==> src/rtl/calc_pkg.sv <==
// Shared definitions for the calculator display stage: core status codes,
// display FSM states and active-low seven-segment glyphs (gfedcba).
package calc_pkg;

    // Core status encodings as driven on the status bus.
    localparam logic [1:0] ST_ERRO  = 2'b00;
    localparam logic [1:0] ST_BUSY  = 2'b01;
    localparam logic [1:0] ST_READY = 2'b10;
    localparam logic [1:0] ST_PRINT = 2'b11;

    // Display frame-assembly FSM.
    typedef enum logic [1:0] {
        S_IDLE    = 2'd0,
        S_CAPTURE = 2'd1,
        S_COMMIT  = 2'd2,
        S_ERROR   = 2'd3
    } disp_state_e;

    // Active-low segment patterns, bit order gfedcba.
    localparam logic [6:0] SEG_BLANK = 7'h7F;
    localparam logic [6:0] SEG_DASH  = 7'h3F;
    localparam logic [6:0] SEG_E     = 7'h06;
    localparam logic [6:0] SEG_R     = 7'h2F;

endpackage

==> src/rtl/calc_display_bcd_to_seg7.sv <==
// Combinational BCD to seven-segment decoder, active-low gfedcba.
// Non-decimal codes 10..15 show a dash so garbage from the core is visible.
module bcd_to_seg7
    import calc_pkg::*;
(
    input  logic [3:0] value_i,
    output logic [6:0] seg_o
);

    // Glyph lookup.
    always_comb begin
        seg_o = SEG_DASH;
        case (value_i)
            4'd0: seg_o = 7'h40;
            4'd1: seg_o = 7'h79;
            4'd2: seg_o = 7'h24;
            4'd3: seg_o = 7'h30;
            4'd4: seg_o = 7'h19;
            4'd5: seg_o = 7'h12;
            4'd6: seg_o = 7'h02;
            4'd7: seg_o = 7'h78;
            4'd8: seg_o = 7'h00;
            4'd9: seg_o = 7'h10;
            default: seg_o = SEG_DASH;
        endcase
    end

endmodule

==> src/rtl/calc_display.sv <==
// Display stage of the calculator. Assembles the core's serial digit stream
// into a shadow frame, copies it to the visible frame only once every slot
// has been written, and scans the visible frame onto multiplexed displays.
//
// Stream protocol: there is no handshake. While status is PRINT, each cycle
// with 1 <= pos <= N_DIGITS carries one digit for slot pos-1; READY closes
// the frame, BUSY pauses it, ERRO latches the error display until reset.
module calc_display
    import calc_pkg::*;
#(
    parameter int N_DIGITS    = 8,
    parameter int REFRESH_DIV = 50000,
    parameter int BLANK_ZEROS = 1
) (
    input  logic                clock,
    input  logic                reset,
    input  logic [1:0]          status,
    input  logic [3:0]          data,
    input  logic [3:0]          pos,
    output logic [N_DIGITS-1:0] an,
    output logic [7:0]          seg,
    output logic                frame_valid,
    output logic                error,
    output logic [1:0]          dbg_state
);

    localparam int IDX_W = (N_DIGITS > 1) ? $clog2(N_DIGITS) : 1;
    localparam int CNT_W = $clog2(REFRESH_DIV);
    localparam logic [CNT_W-1:0] CNT_LAST = CNT_W'(REFRESH_DIV - 1);
    localparam logic [IDX_W-1:0] IDX_LAST = IDX_W'(N_DIGITS - 1);
    localparam logic [3:0]       POS_MAX  = 4'(N_DIGITS);

    disp_state_e          state_q, state_d;
    logic [N_DIGITS-1:0]  mask_q, mask_d;
    logic [3:0]           shadow_q  [N_DIGITS];
    logic [3:0]           visible_q [N_DIGITS];
    logic                 wr_en;
    logic                 commit;
    logic                 pos_ok;
    logic [IDX_W-1:0]     wr_slot;
    logic [CNT_W-1:0]     cnt_q;
    logic [IDX_W-1:0]     idx_q;
    logic [N_DIGITS-1:0]  an_q, an_d;
    logic [7:0]           seg_q, seg_d;
    logic [N_DIGITS-1:0]  lead_zero;
    logic [6:0]           glyph;

    assign pos_ok  = (pos != 4'd0) && (pos <= POS_MAX);
    assign wr_slot = IDX_W'(pos - 4'd1);

    // Next-state logic: frame capture, commit and sticky error.
    always_comb begin
        state_d = state_q;
        mask_d  = mask_q;
        wr_en   = 1'b0;
        commit  = 1'b0;
        case (state_q)
            S_IDLE: begin
                if (status == ST_PRINT) begin
                    state_d = S_CAPTURE;
                end else if (status == ST_ERRO) begin
                    state_d = S_ERROR;
                end
            end
            S_CAPTURE: begin
                case (status)
                    ST_PRINT: begin
                        if (pos_ok) begin
                            wr_en           = 1'b1;
                            mask_d[wr_slot] = 1'b1;
                        end
                    end
                    ST_READY: begin
                        if (&mask_q) begin
                            state_d = S_COMMIT;
                        end else begin
                            mask_d  = '0;
                            state_d = S_IDLE;
                        end
                    end
                    ST_BUSY: begin
                        state_d = S_CAPTURE;
                    end
                    default: begin
                        mask_d  = '0;
                        state_d = S_ERROR;
                    end
                endcase
            end
            S_COMMIT: begin
                commit  = 1'b1;
                mask_d  = '0;
                // A new frame may start right behind the one being committed.
                state_d = (status == ST_PRINT) ? S_CAPTURE : S_IDLE;
            end
            S_ERROR: begin
                state_d = S_ERROR;
            end
            default: begin
                state_d = S_IDLE;
            end
        endcase
    end

    // FSM state and write mask registers.
    always_ff @(posedge clock or negedge reset) begin
        if (!reset) begin
            state_q <= S_IDLE;
            mask_q  <= '0;
        end else begin
            state_q <= state_d;
            mask_q  <= mask_d;
        end
    end

    // Shadow and visible frame buffers; visible only changes on commit.
    always_ff @(posedge clock or negedge reset) begin
        if (!reset) begin
            for (int i = 0; i < N_DIGITS; i++) begin
                shadow_q[i]  <= 4'd0;
                visible_q[i] <= 4'd0;
            end
        end else begin
            if (wr_en) begin
                shadow_q[wr_slot] <= data;
            end
            if (commit) begin
                for (int i = 0; i < N_DIGITS; i++) begin
                    visible_q[i] <= shadow_q[i];
                end
            end
        end
    end

    // Refresh divider and scan index.
    always_ff @(posedge clock or negedge reset) begin
        if (!reset) begin
            cnt_q <= '0;
            idx_q <= '0;
        end else if (cnt_q == CNT_LAST) begin
            cnt_q <= '0;
            idx_q <= (idx_q == IDX_LAST) ? '0 : idx_q + 1'b1;
        end else begin
            cnt_q <= cnt_q + 1'b1;
        end
    end

    // Leading-zero map: a digit is blank when it and everything above is zero.
    always_comb begin
        logic nz_seen;
        nz_seen   = 1'b0;
        lead_zero = '0;
        for (int i = N_DIGITS - 1; i >= 0; i--) begin
            nz_seen      = nz_seen | (visible_q[i] != 4'd0);
            lead_zero[i] = ~nz_seen;
        end
        lead_zero[0] = 1'b0;
    end

    bcd_to_seg7 u_dec (
        .value_i (visible_q[idx_q]),
        .seg_o   (glyph)
    );

    // Pattern for the digit currently selected by the scan index.
    always_comb begin
        an_d  = ~(N_DIGITS'(1) << idx_q);
        seg_d = {1'b1, SEG_BLANK};
        if (state_q == S_ERROR) begin
            if (idx_q == IDX_W'(2)) begin
                seg_d[6:0] = SEG_E;
            end else if (idx_q == IDX_W'(1) || idx_q == IDX_W'(0)) begin
                seg_d[6:0] = SEG_R;
            end
        end else begin
            seg_d[6:0] = ((BLANK_ZEROS != 0) && lead_zero[idx_q]) ? SEG_BLANK : glyph;
            seg_d[7]   = ~((idx_q == '0) && (status == ST_BUSY));
        end
    end

    // Registered display drive, one cycle behind the scan index.
    always_ff @(posedge clock or negedge reset) begin
        if (!reset) begin
            an_q  <= '1;
            seg_q <= 8'hFF;
        end else begin
            an_q  <= an_d;
            seg_q <= seg_d;
        end
    end

    assign an          = an_q;
    assign seg         = seg_q;
    assign frame_valid = (state_q == S_COMMIT);
    assign error       = (state_q == S_ERROR);
    assign dbg_state   = state_q;

endmodule

==> config.mk <==
export PLATFORM = sky130hd
export DESIGN_NAME = calc_display
export DESIGN_NICKNAME = d
export VERILOG_FILES = /design/src/rtl/calc_pkg.sv /design/src/rtl/calc_display_bcd_to_seg7.sv /design/src/rtl/calc_display.sv
export SDC_FILE = /design/constraint.sdc
export NUM_CORES = 1
export LEC_CHECK = 0
export CORE_MARGIN = 2
export CORE_UTILIZATION = 48
export CTS_BUF_LIST = sky130_fd_sc_hd__clkbuf_16
export DETAILED_ROUTE_END_ITERATION = 12
export GPL_TIMING_DRIVEN = 0
export PLACE_DENSITY = 0.67
export SLEW_MARGIN = 20
export SYNTH_ARGS = -nofsm -noshare
export SYNTH_HDL_FRONTEND = slang
export SYNTH_SLANG_ARGS = --single-unit
==> constraint.sdc <==
create_clock -name clock -period 2.3 [get_ports clock]
set_input_delay 0.23 -clock clock [delete_from_list [all_inputs] [get_ports clock]]
set_output_delay 0.23 -clock clock [all_outputs]
set_load 0.03 [all_outputs]
# == Word-level counts from Yosys, hierarchy flattened ==
# Memory sizes are Yosys's and may differ from the RTL's.
# Index checks and enable logic that the tools add are counted.
# op_classes
n_mux,31
n_addsub,3
n_reduce_logical,20
bitwise_logic,18
n_shift,1
n_eq_ne,15
order_cmp,7
# ops
operator,count
bitwise mux 32 bit,1
nonzero test 4 bit,8
2-to-1 mux 7 bit,4
case mux 8 bit (3 select lines),1
adder 16 x 1 -> 16 bit (second input constant),1
equality test 16 bit (second input constant),1
2-to-1 mux 16 bit,1
2-to-1 mux 8 bit,2
case mux 8 bit (2 select lines),1
binary-select mux 4 bit (select 3 bit),1
demux 4 bit (select 3 bit),1
2-to-1 mux 4 bit,3
!= test 3 bit (second input constant),3
equality test 2 bit (second input constant),4
>= comparator 4 bit (second input constant),2
less-than comparator 3 x 4 -> 1 bit (second input constant),2
2-to-1 mux 1 bit,8
inverter 1 bit,8
inverter 3 -> 4 bit,2
inverter 8 bit,1
bitwise OR 8 bit,1
case mux 2 bit (4 select lines),1
AND reduction 8 bit,1
left shift 1 x 3 -> 8 bit (first input constant),1
other kinds (23),36
# word_totals
mem_count,1
in_bits,12
mem_bits_ro,112
register_bits,109
out_inout_bits,20
# memory_table
name,depth,word_bits,read_ports,rd_ports_with_merged_regs,write_ports,line,rtl
(no name shown),16,7,1,0,0,calc_display_bcd_to_seg7.sv:13,case (value_i)

# == Logic depth before layout (Yosys ltp) ==
# logic_depth
ltp_word,12
ltp_mapped,9
mapped_depth_nobuf,8

# == By module ==
# From an unflattened synthesis, not the netlist that was laid out.
# unflattened
hier_cells,470
hier_area_um2,5094.9
# modules_own_cells
module,cells_per_inst,area_each_um2,seq_area_each_um2,instances
calc_display,439,4870.9,2747.6,1
bcd_to_seg7,31,224.0,0.0,1

# == Least setup slack after synthesis ==
# Ideal clock, no wire load.
# synth_path
path_kind,register to register
start,register idx_q[0]
end,register seg_q[3] (netlist: seg[3])
path_slack_ps,206
path_stages_with_launch,8
setup_time_ps,74
t_arrival_ps,2020
path_cell_list,dfrtp_1 -> buf_6 -> mux4_1 -> mux2i_1 -> ha_1 -> o21ai_0 -> a21boi_1 -> o21ai_1
# synth_between
elab_chain_cells,7
# synth_rtl
element,line,rtl
start: declaration,calc_display.sv:42,logic [IDX_W-1:0] idx_q;
start signal: assignment,calc_display.sv:142,idx_q <= (idx_q == IDX_LAST) ? '0 : idx_q + 1'b1;
inverter 3 -> 4 bit (not written as such),calc_display.sv:161,".value_i (visible_q[idx_q]),"
binary-select mux 4 bit (select 3 bit),calc_display.sv:161,
2-to-1 mux 4 bit (not written as such) (2 in a row),calc_display.sv:161,
memory (16 x 7 bit),n/a,
2-to-1 mux 7 bit,calc_display.sv:176,seg_d[6:0] = ((BLANK_ZEROS != 0) && lead_zero[idx_q]) ? SEG_BLANK : glyph;
2-to-1 mux 7 bit (*),calc_display.sv:169,if (state_q == S_ERROR) begin
net seg_d[3],calc_display.sv:44,"logic [7:0] seg_q, seg_d;"
end signal: assignment,calc_display.sv:188,seg_q <= seg_d;
end: declaration,calc_display.sv:44,
# Mark *: on every way through the listed nets, which the timed path passes. The rest lies on a longest branch. The select of a mux whose other input is x is not followed.
# A chain may end at the register's enable or synchronous reset.

# == Worst setup path in the final report ==
# layout_path
start,input port pos[0]
end,register shadow_q[10] in the netlist's numbering
# layout_between
elab_chain_cells,7
# layout_rtl
element,line,rtl
start: declaration,calc_display.sv:19,"input logic [3:0] pos,"
subtractor 3 x 1 -> 3 bit,calc_display.sv:49,assign wr_slot = IDX_W'(pos - 4'd1);
inverter 3 -> 4 bit (not written as such),calc_display.sv:125,shadow_q[wr_slot] <= data;
>= comparator 4 bit (not written as such) or less-than comparator 4 x 1 -> 1 bit (tied branches),calc_display.sv:125,
logical AND 1 bit (not written as such),calc_display.sv:125,
2-to-1 mux 4 bit (not written as such),calc_display.sv:125,
demux 4 bit (select 3 bit),calc_display.sv:125,
bitwise mux 32 bit,calc_display.sv:125,
end signal: indexed assignment,calc_display.sv:125,
end: declaration,calc_display.sv:35,logic [3:0] shadow_q [N_DIGITS];
# Parallel ways exist; a longest one is shown, timed or not.

==> metrics.yaml <==
final_min_period_over_clock_period_pct: 93.8
setup_tns_ps: 0
synthesis.area_mm2: 0.00498
first_drt_pass_iteration_count: 4
postLayoutCoreUtil_pct: 56.9
post_synth_num_cell_types: 46
grt_antenna_before_repair: 0
nets: 457
grt.overflow.total: 0
finalWorstPathRequiredPeriod_ps: 2160
worst-path-max-fanout: 5
clock_tree.htree_level_count: 3
grt_max_degree: 73
detail_route.iter0.violations: 163
place.detailed.instances: 550
route.antenna.remaining_nets: 0
number_of_global_route_vias_before_repair: 3089
netlist_top_cells_area: "sky130_fd_sc_hd__dfrtp_1, sky130_fd_sc_hd__mux2_2, sky130_fd_sc_hd__dfstp_2, sky130_fd_sc_hd__ha_1, sky130_fd_sc_hd__mux4_1"
floorplan.rows: 37
drive_gt1_share_pct: 29.3
grt-busiest-layer: "met2"
wl_per_cell_um: 16.5
die_y_um: 106
worst_hold_class: "primary input to async pin"
setup.worst_path.start: "pos[0]"
numClockSinks: 109
layout.filler_cells: 851
cp-start-kind: "primary input"
crit-reg2reg-launch: "idx_q[0]$_DFFE_PN0N_"
outcome: "complete, no violations"
horiz_die_dim_um: 106
power_per_cell_area_mw_per_mm2: 1030
syn-num-nets: 411
ys_seq_area_share_pct: 55.2
met3_usage_in_global_routing_pct: 4.39
synth-edff-count: 0
placed_cell_area_mm2: 0.00549
core_area_mm2: 0.0102
path_clk_slew_ps: 70
netlist_instances: 382
worst-endpoint-arrival_ps: 2390
clock_skew_ps: 12.2
drt_drc_violations_left: 0
fin_ws_ps: 142
port_buffers: 31
timing.critical_path.to_type: "flop"
clock.fmax_ghz: 0.463
dp_hpwl_um: 6680
synth_area_per_cell_um2: 13.0
n_antenna_cell: 0
drt-vias-per-instance: 5.40
yosysTopAreaCellShare_pct: 46.8
static-leakage-power_uw: 0.00266
finalHoldViolations: 0
tritoncts_clock_tree: "yes"
dp_worst_setup_slack_ps: -217
worst_margin_slew_ps: 582
synth.cells.most_frequent: "sky130_fd_sc_hd__dfrtp_1, sky130_fd_sc_hd__mux2_2, sky130_fd_sc_hd__nor2_1"
drv_cap: 0
layout_stage_area_growth_over_the_synthesis_result_pct: 16.4
synth.yosys.warnings: 0
register_bit_total_from_synthesis: 109
routed_wl_um: 9400
synth_most_common_cell: "sky130_fd_sc_hd__dfrtp_1"
synth-main-ff-cell: "sky130_fd_sc_hd__dfrtp_1"
cts_made_buffers: 9
ys_async_sr_fraction_pct: 100
worst_slew_margin_rel_pct: 61.2
detailroute.via_count: 3075
first_pass_grt_wire_length_um: 15700
post_synthesis_cell_type_with_the_largest_combined_area: "sky130_fd_sc_hd__dfrtp_1"
peakVddDrop_mv: 0.591
finalInstanceArea_mm2: 0.00579
critPathKind: "primary input to flop"
start_util_pct: 48.9
root_buffer: "sky130_fd_sc_hd__clkbuf_16"
final_cells: 569
place_congestion: 0.823
setup_viol: 0
grt.total_usage_pct: 18.2
clk-insertion-delay-late_ps: 350
io_pins: 32
worst-endpoint-required_ps: 2540
fp.dieArea_mm2: 0.0112
gr-usage-met1_pct: 25.1
longest_clk_path_bufs: 2
grt.met2_usage_pct: 28.0
final_max_slew_viol_count: 0
-- worst paths after layout --
kind / end / slack, ps / cells after the start
setup reg to reg: seg[3]$_DFF_PN1_ / 160 / 7
hold reg to reg: cnt_q[0]$_DFF_PN0_ / 460 / 1
setup / recovery: shadow_q[10]$_DFFE_PN0P_ / 140 / 9
hold / removal: cnt_q[3]$_DFF_PN0_ / 350 / 2
max in group asynchronous: seg[7]$_DFF_PN1_ / 1320 / 3
min in group clock: cnt_q[0]$_DFF_PN0_ / 460 / 1
-- layer usage --
metal | vias to the layer above | wire (um)
li1 | 1469 | -
met1 | 1516 | 4440
met2 | 72 | 4330
met3 | 18 | 435
met4 | 0 | 197
met5 | - | 0
-- logic make-up after synthesis --
logic type / after synthesis / synth area share (%)
adder cells (fa/ha/maj): 17 / 4.27
buffers and inverters: 26 / 2.21
flip-flops: 109 / 55.2
XOR/XNOR: 16 / 2.82
AND/OR/NAND/NOR: 94 / 9.33
AO/OA/AOI/OAI: 42 / 5.71
multiplexers: 78 / 20.4
-- power breakdown --
part           total [uW]  internal, uW  switching (uW)
registers            2710          2390             316
logic                1800           874             925
clock network        1430           740             693
total                5940          4000            1940
-- cell type report --
class,instances,area (um^2),share of cell area [%]
buffer,9,47.5,0.821
clock buffer,9,225,3.89
clock inverter,7,50.0,0.864
sequential,109,2750,47.5
tap,136,170,2.94
timing repair buffer,35,359,6.20
inverter,17,63.8,1.10
multi-input combinational,247,2130,36.7
-- state kept, by name, indices dropped and copies added, names as in the netlist --
| signal | flops |
|---|---|
| dbg_state | 2 |
| mask_q | 8 |
| shadow_q | 32 |
| idx_q | 3 |
| an | 8 |
| seg | 8 |
| visible_q | 32 |
| cnt_q | 16 |
-- layout by cell type (no fill, tap or decap), types with 5 or more instances in the layout --
cell                              netlist  layout
sky130_fd_sc_hd__mux4_2                 3       7
sky130_fd_sc_hd__inv_1                 15      15
sky130_fd_sc_hd__dfrtp_1               93      92
sky130_fd_sc_hd__a41oi_1                8       8
sky130_fd_sc_hd__clkdlybuf4s50_1        0      29
sky130_fd_sc_hd__ha_1                  17      17
sky130_fd_sc_hd__mux2_2                64      64
sky130_fd_sc_hd__nand4_1                5       5
sky130_fd_sc_hd__o21ai_1                6       6
sky130_fd_sc_hd__o21ai_0               10      10
sky130_fd_sc_hd__clkbuf_16              0       9
sky130_fd_sc_hd__xnor2_1                7       6
sky130_fd_sc_hd__nand3_1               16      16
sky130_fd_sc_hd__nor2b_1                7       6
sky130_fd_sc_hd__dfstp_2               16      16
sky130_fd_sc_hd__nand2_1               21      21
sky130_fd_sc_hd__nor4_1                 8       8
sky130_fd_sc_hd__xor2_1                 9       9
sky130_fd_sc_hd__nor2_1                25      25
-- worst max-delay path, stage by stage --
cell	delay [ps]
sky130_fd_sc_hd__clkdlybuf4s50_1	530
sky130_fd_sc_hd__inv_1	100
sky130_fd_sc_hd__ha_1	290
sky130_fd_sc_hd__nor2_1	120
sky130_fd_sc_hd__nand2_1	50
sky130_fd_sc_hd__o21ai_0	110
sky130_fd_sc_hd__nand3_1	190
sky130_fd_sc_hd__nor2b_1	400
sky130_fd_sc_hd__mux2_2	380
-- timing repair --
item / in CTS / in global routing
endpoints found under the setup margin: 4 / 8
hold buffers: 1 / 0
setup buffers: 0 / 2
resized for setup: 4 / 9
hold endpoints to repair: 24 / 0
-- per-stage QoR --
stage / hold slack (ps) / total power, uW
after CTS: 343 / 5970
after floorplan: -65.6 / 3920
after detailed placement: 151 / 4510
after global placement: 462 / 4440
after global routing: 364 / 6270
final: 346 / 5940
(Power assumes the default switching activity.)
